===== src/rtl/trap_sequencer.sv =====
// rtl/trap_sequencer.sv - machine trap entry/exit sequencer owning the M-mode trap CSRs
// Optional feature macro: VECTORED_MODE_EN (mtvec mode bit, vectored interrupt targets).
module trap_sequencer #(
    parameter int              XLEN      = 64,
    parameter logic [XLEN-1:0] RESET_VEC = '0
) (
    input  logic            CLK,
    input  logic            RST_N,
    input  logic            CS,
    input  logic [XLEN-1:0] CAUSE,
    input  logic [XLEN-1:0] EPC,
    input  logic [XLEN-1:0] TVAL,
    input  logic            MRET,
    input  logic            CSR_WE,
    input  logic [11:0]     CSR_ADDR,
    input  logic [XLEN-1:0] CSR_WDATA,
    output logic [XLEN-1:0] CSR_RDATA,
    output logic [1:0]      PRIV,
    output logic            TRAP_ACK,
    output logic            FLUSH,
    output logic            REDIRECT,
    output logic [XLEN-1:0] REDIRECT_PC,
    output logic            BUSY
);

    localparam logic [11:0] ADDR_MSTATUS = 12'h300;
    localparam logic [11:0] ADDR_MTVEC   = 12'h305;
    localparam logic [11:0] ADDR_MEPC    = 12'h341;
    localparam logic [11:0] ADDR_MCAUSE  = 12'h342;
    localparam logic [11:0] ADDR_MTVAL   = 12'h343;
    localparam logic [1:0]  PRIV_M       = 2'd3;

`ifdef VECTORED_MODE_EN
    localparam logic [XLEN-1:0] MTVEC_MASK = ~XLEN'(2);
`else
    localparam logic [XLEN-1:0] MTVEC_MASK = ~XLEN'(3);
`endif

    typedef enum logic [1:0] {
        S_IDLE,
        S_SAVE,
        S_RET,
        S_JUMP
    } state_t;

    state_t          state_q, state_d;
    logic [1:0]      priv_q, priv_d;
    logic [1:0]      mpp_q, mpp_d;
    logic            mie_q, mie_d;
    logic            mpie_q, mpie_d;
    logic [XLEN-1:0] mtvec_q, mtvec_d;
    logic [XLEN-1:0] mepc_q, mepc_d;
    logic [XLEN-1:0] mcause_q, mcause_d;
    logic [XLEN-1:0] mtval_q, mtval_d;
    logic [XLEN-1:0] cause_q, cause_d;
    logic [XLEN-1:0] epc_q, epc_d;
    logic [XLEN-1:0] tval_q, tval_d;
    logic [XLEN-1:0] target_q, target_d;

    logic            take_trap;
    logic [XLEN-1:0] trap_base;
    logic [XLEN-1:0] trap_target;

    // Interrupts are gated by MIE; synchronous exceptions never are.
    assign take_trap = CS && (!CAUSE[XLEN-1] || mie_q);
    assign trap_base = {mtvec_q[XLEN-1:2], 2'b00};

`ifdef VECTORED_MODE_EN
    assign trap_target = (mtvec_q[0] && cause_q[XLEN-1])
                       ? trap_base + XLEN'({cause_q[5:0], 2'b00})
                       : trap_base;
`else
    assign trap_target = trap_base;
`endif

    always_ff @(posedge CLK or negedge RST_N) begin
        if (!RST_N) begin
            state_q  <= S_IDLE;
            priv_q   <= PRIV_M;
            mpp_q    <= 2'd0;
            mie_q    <= 1'b0;
            mpie_q   <= 1'b0;
            mtvec_q  <= RESET_VEC;
            mepc_q   <= '0;
            mcause_q <= '0;
            mtval_q  <= '0;
            cause_q  <= '0;
            epc_q    <= '0;
            tval_q   <= '0;
            target_q <= '0;
        end else begin
            state_q  <= state_d;
            priv_q   <= priv_d;
            mpp_q    <= mpp_d;
            mie_q    <= mie_d;
            mpie_q   <= mpie_d;
            mtvec_q  <= mtvec_d;
            mepc_q   <= mepc_d;
            mcause_q <= mcause_d;
            mtval_q  <= mtval_d;
            cause_q  <= cause_d;
            epc_q    <= epc_d;
            tval_q   <= tval_d;
            target_q <= target_d;
        end
    end

    always_comb begin
        state_d  = state_q;
        priv_d   = priv_q;
        mpp_d    = mpp_q;
        mie_d    = mie_q;
        mpie_d   = mpie_q;
        mtvec_d  = mtvec_q;
        mepc_d   = mepc_q;
        mcause_d = mcause_q;
        mtval_d  = mtval_q;
        cause_d  = cause_q;
        epc_d    = epc_q;
        tval_d   = tval_q;
        target_d = target_q;

        case (state_q)
            S_IDLE: begin
                if (CSR_WE) begin
                    case (CSR_ADDR)
                        ADDR_MSTATUS: begin
                            mie_d  = CSR_WDATA[3];
                            mpie_d = CSR_WDATA[7];
                            mpp_d  = CSR_WDATA[12:11];
                        end
                        ADDR_MTVEC:  mtvec_d  = CSR_WDATA & MTVEC_MASK;
                        ADDR_MEPC:   mepc_d   = {CSR_WDATA[XLEN-1:2], 2'b00};
                        ADDR_MCAUSE: mcause_d = CSR_WDATA;
                        ADDR_MTVAL:  mtval_d  = CSR_WDATA;
                        default: ;
                    endcase
                end
                if (take_trap) begin
                    cause_d = CAUSE;
                    epc_d   = EPC;
                    tval_d  = TVAL;
                    state_d = S_SAVE;
                end else if (MRET) begin
                    state_d = S_RET;
                end
            end
            S_SAVE: begin
                mepc_d   = {epc_q[XLEN-1:2], 2'b00};
                mcause_d = cause_q;
                mtval_d  = cause_q[XLEN-1] ? '0 : tval_q;
                mpie_d   = mie_q;
                mie_d    = 1'b0;
                mpp_d    = priv_q;
                priv_d   = PRIV_M;
                target_d = trap_target;
                state_d  = S_JUMP;
            end
            S_RET: begin
                priv_d   = mpp_q;
                mie_d    = mpie_q;
                mpie_d   = 1'b1;
                mpp_d    = 2'd0;
                target_d = mepc_q;
                state_d  = S_JUMP;
            end
            S_JUMP: begin
                state_d = S_IDLE;
            end
            default: state_d = S_IDLE;
        endcase
    end

    always_comb begin
        CSR_RDATA = '0;
        case (CSR_ADDR)
            ADDR_MSTATUS: begin
                CSR_RDATA[3]     = mie_q;
                CSR_RDATA[7]     = mpie_q;
                CSR_RDATA[12:11] = mpp_q;
            end
            ADDR_MTVEC:  CSR_RDATA = mtvec_q;
            ADDR_MEPC:   CSR_RDATA = mepc_q;
            ADDR_MCAUSE: CSR_RDATA = mcause_q;
            ADDR_MTVAL:  CSR_RDATA = mtval_q;
            default:     CSR_RDATA = '0;
        endcase
    end

    assign PRIV        = priv_q;
    assign BUSY        = (state_q != S_IDLE);
    assign FLUSH       = (state_q != S_IDLE);
    assign TRAP_ACK    = (state_q == S_SAVE);
    assign REDIRECT    = (state_q == S_JUMP);
    assign REDIRECT_PC = (state_q == S_JUMP) ? target_q : '0;

endmodule


===== config.mk =====
export PLATFORM = sky130hd
export DESIGN_NAME = trap_sequencer
export DESIGN_NICKNAME = d
export VERILOG_FILES = /design/src/rtl/trap_sequencer.sv
export SDC_FILE = /design/constraint.sdc
export NUM_CORES = 1
export LEC_CHECK = 0
export CORE_ASPECT_RATIO = 0.9
export CORE_MARGIN = 4
export CORE_UTILIZATION = 46
export DETAILED_ROUTE_END_ITERATION = 7
export PLACE_DENSITY = 0.7
export SLEW_MARGIN = 0
export SYNTH_ARGS = -nofsm -noshare
export SYNTH_HDL_FRONTEND = slang
export SYNTH_SLANG_ARGS = --single-unit

===== constraint.sdc =====
create_clock -name CLK -period 6.2 [get_ports CLK]
set_clock_uncertainty 0.15 [all_clocks]
set_input_delay 0.62 -clock CLK [delete_from_list [all_inputs] [get_ports CLK]]
set_output_delay 0.62 -clock CLK [all_outputs]
set_load 0.02 [all_outputs]

# After elaboration in Yosys (flattened, before gate mapping)
# Cells that the tools add are included.
[totals]
ff_bits = 518
inputBits = 273
out_inout_bits = 134
wordCells = 74
[op_classes]
n_eq_ne = 14
n_mux = 32
reduce_logical = 15
[ops]
columns = ["operator", "n"]
rows = [
  ["2-to-1 mux 64 bit", 8],
  ["one-hot mux 64 bit (2 select lines)", 4],
  ["one-hot mux 51 bit (4 select lines)", 1],
  ["equality test 12 x 10 -> 1 bit (second input constant)", 5],
  ["one-hot mux 3 bit (4 select lines)", 3],
  ["AND reduction 3 bit", 5],
  ["one-hot mux 2 bit (3 select lines)", 2],
  ["one-hot mux 1 bit (5 select lines)", 2],
  ["one-hot mux 2 bit (5 select lines)", 1],
  ["2-to-1 mux 2 bit", 4],
  ["!= test 2 x 1 -> 1 bit (second input constant)", 4],
  ["one-hot mux 1 bit (3 select lines)", 2],
  ["nonzero test 2 bit", 3],
  ["equality test 2 bit (second input constant)", 2],
  ["2-to-1 mux 1 bit", 4],
  ["one-hot mux 2 bit (2 select lines)", 1],
  ["!= test 3 bit (second input constant)", 1],
  ["nonzero test 3 bit", 1],
  ["equality test 2 x 1 -> 1 bit (second input constant)", 1],
  ["logical NOT 2 bit", 1],
  ["!= test 2 bit (second input constant)", 1],
  ["AND reduction 2 bit", 1],
  ["OR reduction 2 bit", 1],
  ["logical AND 1 bit", 1],
  ["other kinds (2)", 2],
]

# Depth between registers and ports, before layout
# Gate-level depths: netlist of run 1.
[depth]
depth_word = 5
ltp_mapped = 9
depth_no_buf = 6

# Worst setup path before layout of run 1
# No wires, ideal clock.
[synth_path]
path_type = "input to output"
start = "in CSR_ADDR[3]"
end = "out CSR_RDATA[19]"
arrival_time_ns = 2.626
t_required_ns = 5.430
path_slack_ns = 2.804
cell_stages = 6
n_path_buf = 3
path_cell_list = "or4_1 clkbuf_1 or4_1 clkbuf_1 clkbuf_1 o21ai_0"
[synth_via]
elab_chain_len = 2
word_cells_on_any_way = 5
cone_classes = "4 x eq/ne; 1 x mux"
[synth_lines]
columns = ["element", "line_no", "source"]
rows = [
  ["from (decl)", "15", "input logic [11:0] CSR_ADDR,"],
  ["equality test 12 x 10 -> 1 bit", "176", "case (CSR_ADDR)"],
  ["one-hot mux 51 bit (4 select lines) (*)", "176", ""],
  ["to (decl)", "17", "output logic [XLEN-1:0] CSR_RDATA,"],
]
# Mark *: on every way between the ends. The rest lies on a longest branch, timed or not.

# Final worst setup path of run 1
[layout_path]
start = "in CSR_ADDR[3]"
end = "out CSR_RDATA[44]"
# Same word-level chain as after synthesis.

==> impl_metrics.json, run 1 <==
{
  "status": "finished, final reports clean",
  "rows": 81,
  "drive_gt1_frac": 0.2141,
  "hpwl_um": 52380,
  "drc_errors": 0,
  "tns_ns": 0,
  "yosys.area.top_type": "dfrtp_1",
  "synthAdderAreaFrac": 0.001972,
  "synth_edf_count": 0,
  "cts_buffers": 55,
  "die-area_sq_mm": 0.05901,
  "ctsHtreeMaxLevel": 2,
  "async_flop_share": 1.000,
  "startpoint": "CSR_ADDR[3]",
  "hold_start": "mtval_q[38]",
  "io_pins": 407,
  "cts-resized-gates": 0,
  "grt_pass1_vias": 20804,
  "antenna_found_initial": 18,
  "fill_cells": 4432,
  "min_path_type": "register to register",
  "ys_seq_area_frac": 0.5048,
  "final_core_util": 0.5814,
  "r2r_slack_ns": 2.67,
  "setup_viol": 0,
  "place.gp.congestion": 0.8497,
  "holdPathEnd": "mtval_q[38]",
  "final_cell_mix": "dfrtp_1, clkdlybuf4s50_1, mux2_2",
  "crit_required_ns": 5.43,
  "grt_pass1_wl_um": 127300,
  "start_util": 0.4656,
  "die_x_um": 255.6,
  "avgRoutedWirePerCell_um": 25.99,
  "grt-ovfl-total": 0,
  "yosys-mux-area-fraction": 0.2240,
  "post_cts_buffers": 0,
  "grtUsageTotal": 0.2762,
  "r2r_end": "mtval_q[19]",
  "ys_top_cells_by_area": "dfrtp_1, mux2_2, mux2i_1",
  "routed_wl_um": 83690,
  "cp.arrival_ns": 4.52,
  "synth_top_family_by_area": "multiplexers",
  "synth_xor_area_frac": 0,
  "path_max_fanout": 33,
  "met3_length_um": 7591,
  "ant_nets": 0,
  "dr.pass1.iters": 5,
  "port_buffers": 402,
  "vias": 19799,
  "drv_slew": 0,
  "cts_tree": "built",
  "die_h_um": 230.9,
  "relSlewSlack": 0.2704,
  "synthesis.instances": 2167,
  "clk_pin_slew_ns": 0.06,
  "drtIter0Drc": 1767,
  "drt-vias-per-instance": 6.149,
  "critical_path_class": "primary input to primary output",
  "layout.nets": 2743,
  "crit_path_start_kind": "primary input",
  "crit_path_end_kind": "primary output",
  "synth-simple-area-share": 0.07206,
  "reg2reg_from": "state_q[1]",
  "rsz0062_at_grt": "no",
  "drt-met1-wl_um": 35510,
  "clk_path_buf_depth": 3,
  "worstSkewPairLatency_ns": 0.61,
  "power_density_mw_per_mm2": 484.2,
  "maxCapViolCount": 0,
  "clockRootBuffer": "clkbuf_16",
  "area_growth_pct": 24.88,
  "multiInputGateArea_sq_mm": 0.01157,
  "avgSynthCellArea_sq_um": 11.71,
  "min_path_cells": 1,
  "p_leak_nw": 13.54,
  "irDropWorstVdd_mv": 0.5200,
  "worstMarginPinSlew_ns": 1.094,
  "finalCriticalPeriod_ns": 5.294,
  "r2r_cells": 7,
  "seq_area_sq_mm": 0.01281,
  "synth-compound-area-share": 0.1519,
  "hold_viol": 0,
  "syn-cell-area_sq_mm": 0.02538,
  "layout_commonest_cell": "dfrtp_1",
  "ys.flop_type": "dfrtp_1",
  "cts.sinks": 512,
  "yosys_warnings": 0,
  "dr_wl_met2_um": 37720,
  "yosys.area.top_type_share": 0.5028,
  "grt_max_degree": 165,
  "dr.max_layer_used": "met5",
  "core_sq_mm": 0.05452,
  "ys_ff_latch": 512,
  "fmax_ghz": 0.1889,
  "yosys.cell_types.count": 46,
  "period_share": 0.8539
}
what timing repair did:
action,4_1_cts,5_1_grt
hold buffers,1,0
setup endpoints to repair,0,0
hold endpoints to repair,58,0
how the worst max path moves through the flow:
| stage | end | slack, ns | cells after the start |
|---|---|---|---|
| detailed placement | CSR_RDATA[44] | 0.94 | 6 |
| global placement | CSR_RDATA[44] | 0.96 | 6 |
| finish | CSR_RDATA[44] | 0.91 | 6 |
| CTS | CSR_RDATA[44] | 0.94 | 6 |
| global route | CSR_RDATA[38] | 0.87 | 6 |
| floorplan | CSR_RDATA[19] | 2.80 | 6 |
report_power, final:
| group | switching, mW | internal (mW) |
|---|---|---|
| combinational | 3.15 | 3.02 |
| sequential | 0.964 | 4.90 |
| clock | 1.37 | 1.95 |
| total | 5.48 | 9.87 |
through the flow:
step	instances	hold WS, ns	power [mW]	instance area (sq um)	worst slack [ns]
after CTS	3213	0.3441	15.41	31680	0.9370
after detailed placement	3113	0.3312	12.05	29860	0.9386
final	3220	0.3410	15.35	31700	0.9061
after floorplan	2168	0.1744	10.05	25390	2.804
after global routing	3219	0.3579	16.26	31700	0.8680
after global placement	3113	0.3230	11.75	29860	0.9582
worst max-delay path, cell delays in order:
cell and delay, ns:
clkdlybuf4s50_1 0.45, or4_4 0.81, or4_2 1.13, buf_4 0.41, o21ai_0 0.38, clkdlybuf4s50_1 0.69
logic make-up (layout without fill, tap and decap cells):
| family | Yosys count | in the layout |
|---|---|---|
| adders and majority gates | 4 | 4 |
| buffers and inverters | 269 | 609 |
| other | 1 | 9 |
| AOI/OAI and AO/OA | 523 | 523 |
| and+or+nand+nor | 336 | 336 |
| muxes | 522 | 522 |
| DFF | 512 | 512 |
cell usage after synthesis, types with 2 or more instances:
library cell and count:
a22o_1 4, a21oi_1 65, ha_1 4, nor4bb_1 2, inv_1 73, buf_1 14
o21ai_1 8, dfrtp_1 510, o21ai_0 132, or4_1 2, a22oi_1 61, buf_2 22
mux2i_1 154, nor3_1 3, mux2_2 349, dfstp_2 2, buf_6 13, nand3b_1 48
o211a_1 48, nand3_1 3, and2_1 78, nor4_1 2, mux2_1 19, nand2_1 70
nor2_1 71, o211ai_1 64, or2_2 48, o22ai_1 5, nand2b_1 2, o41ai_1 65
o221a_1 64, clkbuf_1 144, buf_4 3, a31oi_1 3
routing by layer:
metal  track usage  vias up
li1              -     8541
met1        0.3755    10133
met2        0.4246      909
met3       0.07766      196
met4        0.1037       20
met5             0        -
flip-flops by register name (all words and copies together), names as in the netlist:
| register | count |
|---|---|
| PRIV | 2 |
| cause_q | 64 |
| epc_q | 62 |
| mcause_q | 64 |
| mepc_q | 62 |
| mie_q | 1 |
| mpie_q | 1 |
| mpp_q | 2 |
| mtval_q | 64 |
| mtvec_q | 62 |
| state_q | 2 |
| target_q | 62 |
| tval_q | 64 |
cell type report:
class | count | area share
repair buffers | 437 | 0.1366
clock inverters | 10 | 0.003434
inverters | 73 | 0.008683
flip-flops and latches | 512 | 0.4042
diodes | 7 | 0.0005526
multi-input cells | 1387 | 0.3649
well taps | 705 | 0.02783
clock buffers | 89 | 0.05384
(Power assumes the default switching activity.)
==> inputs of run 2 (changes only) <==
- CAP_MARGIN: not set -> 10
- HOLD_SLACK_MARGIN: not set -> 0.05
==> results of run 2 <==
The final DEF is identical to that of run 1; final timing and power are the same.
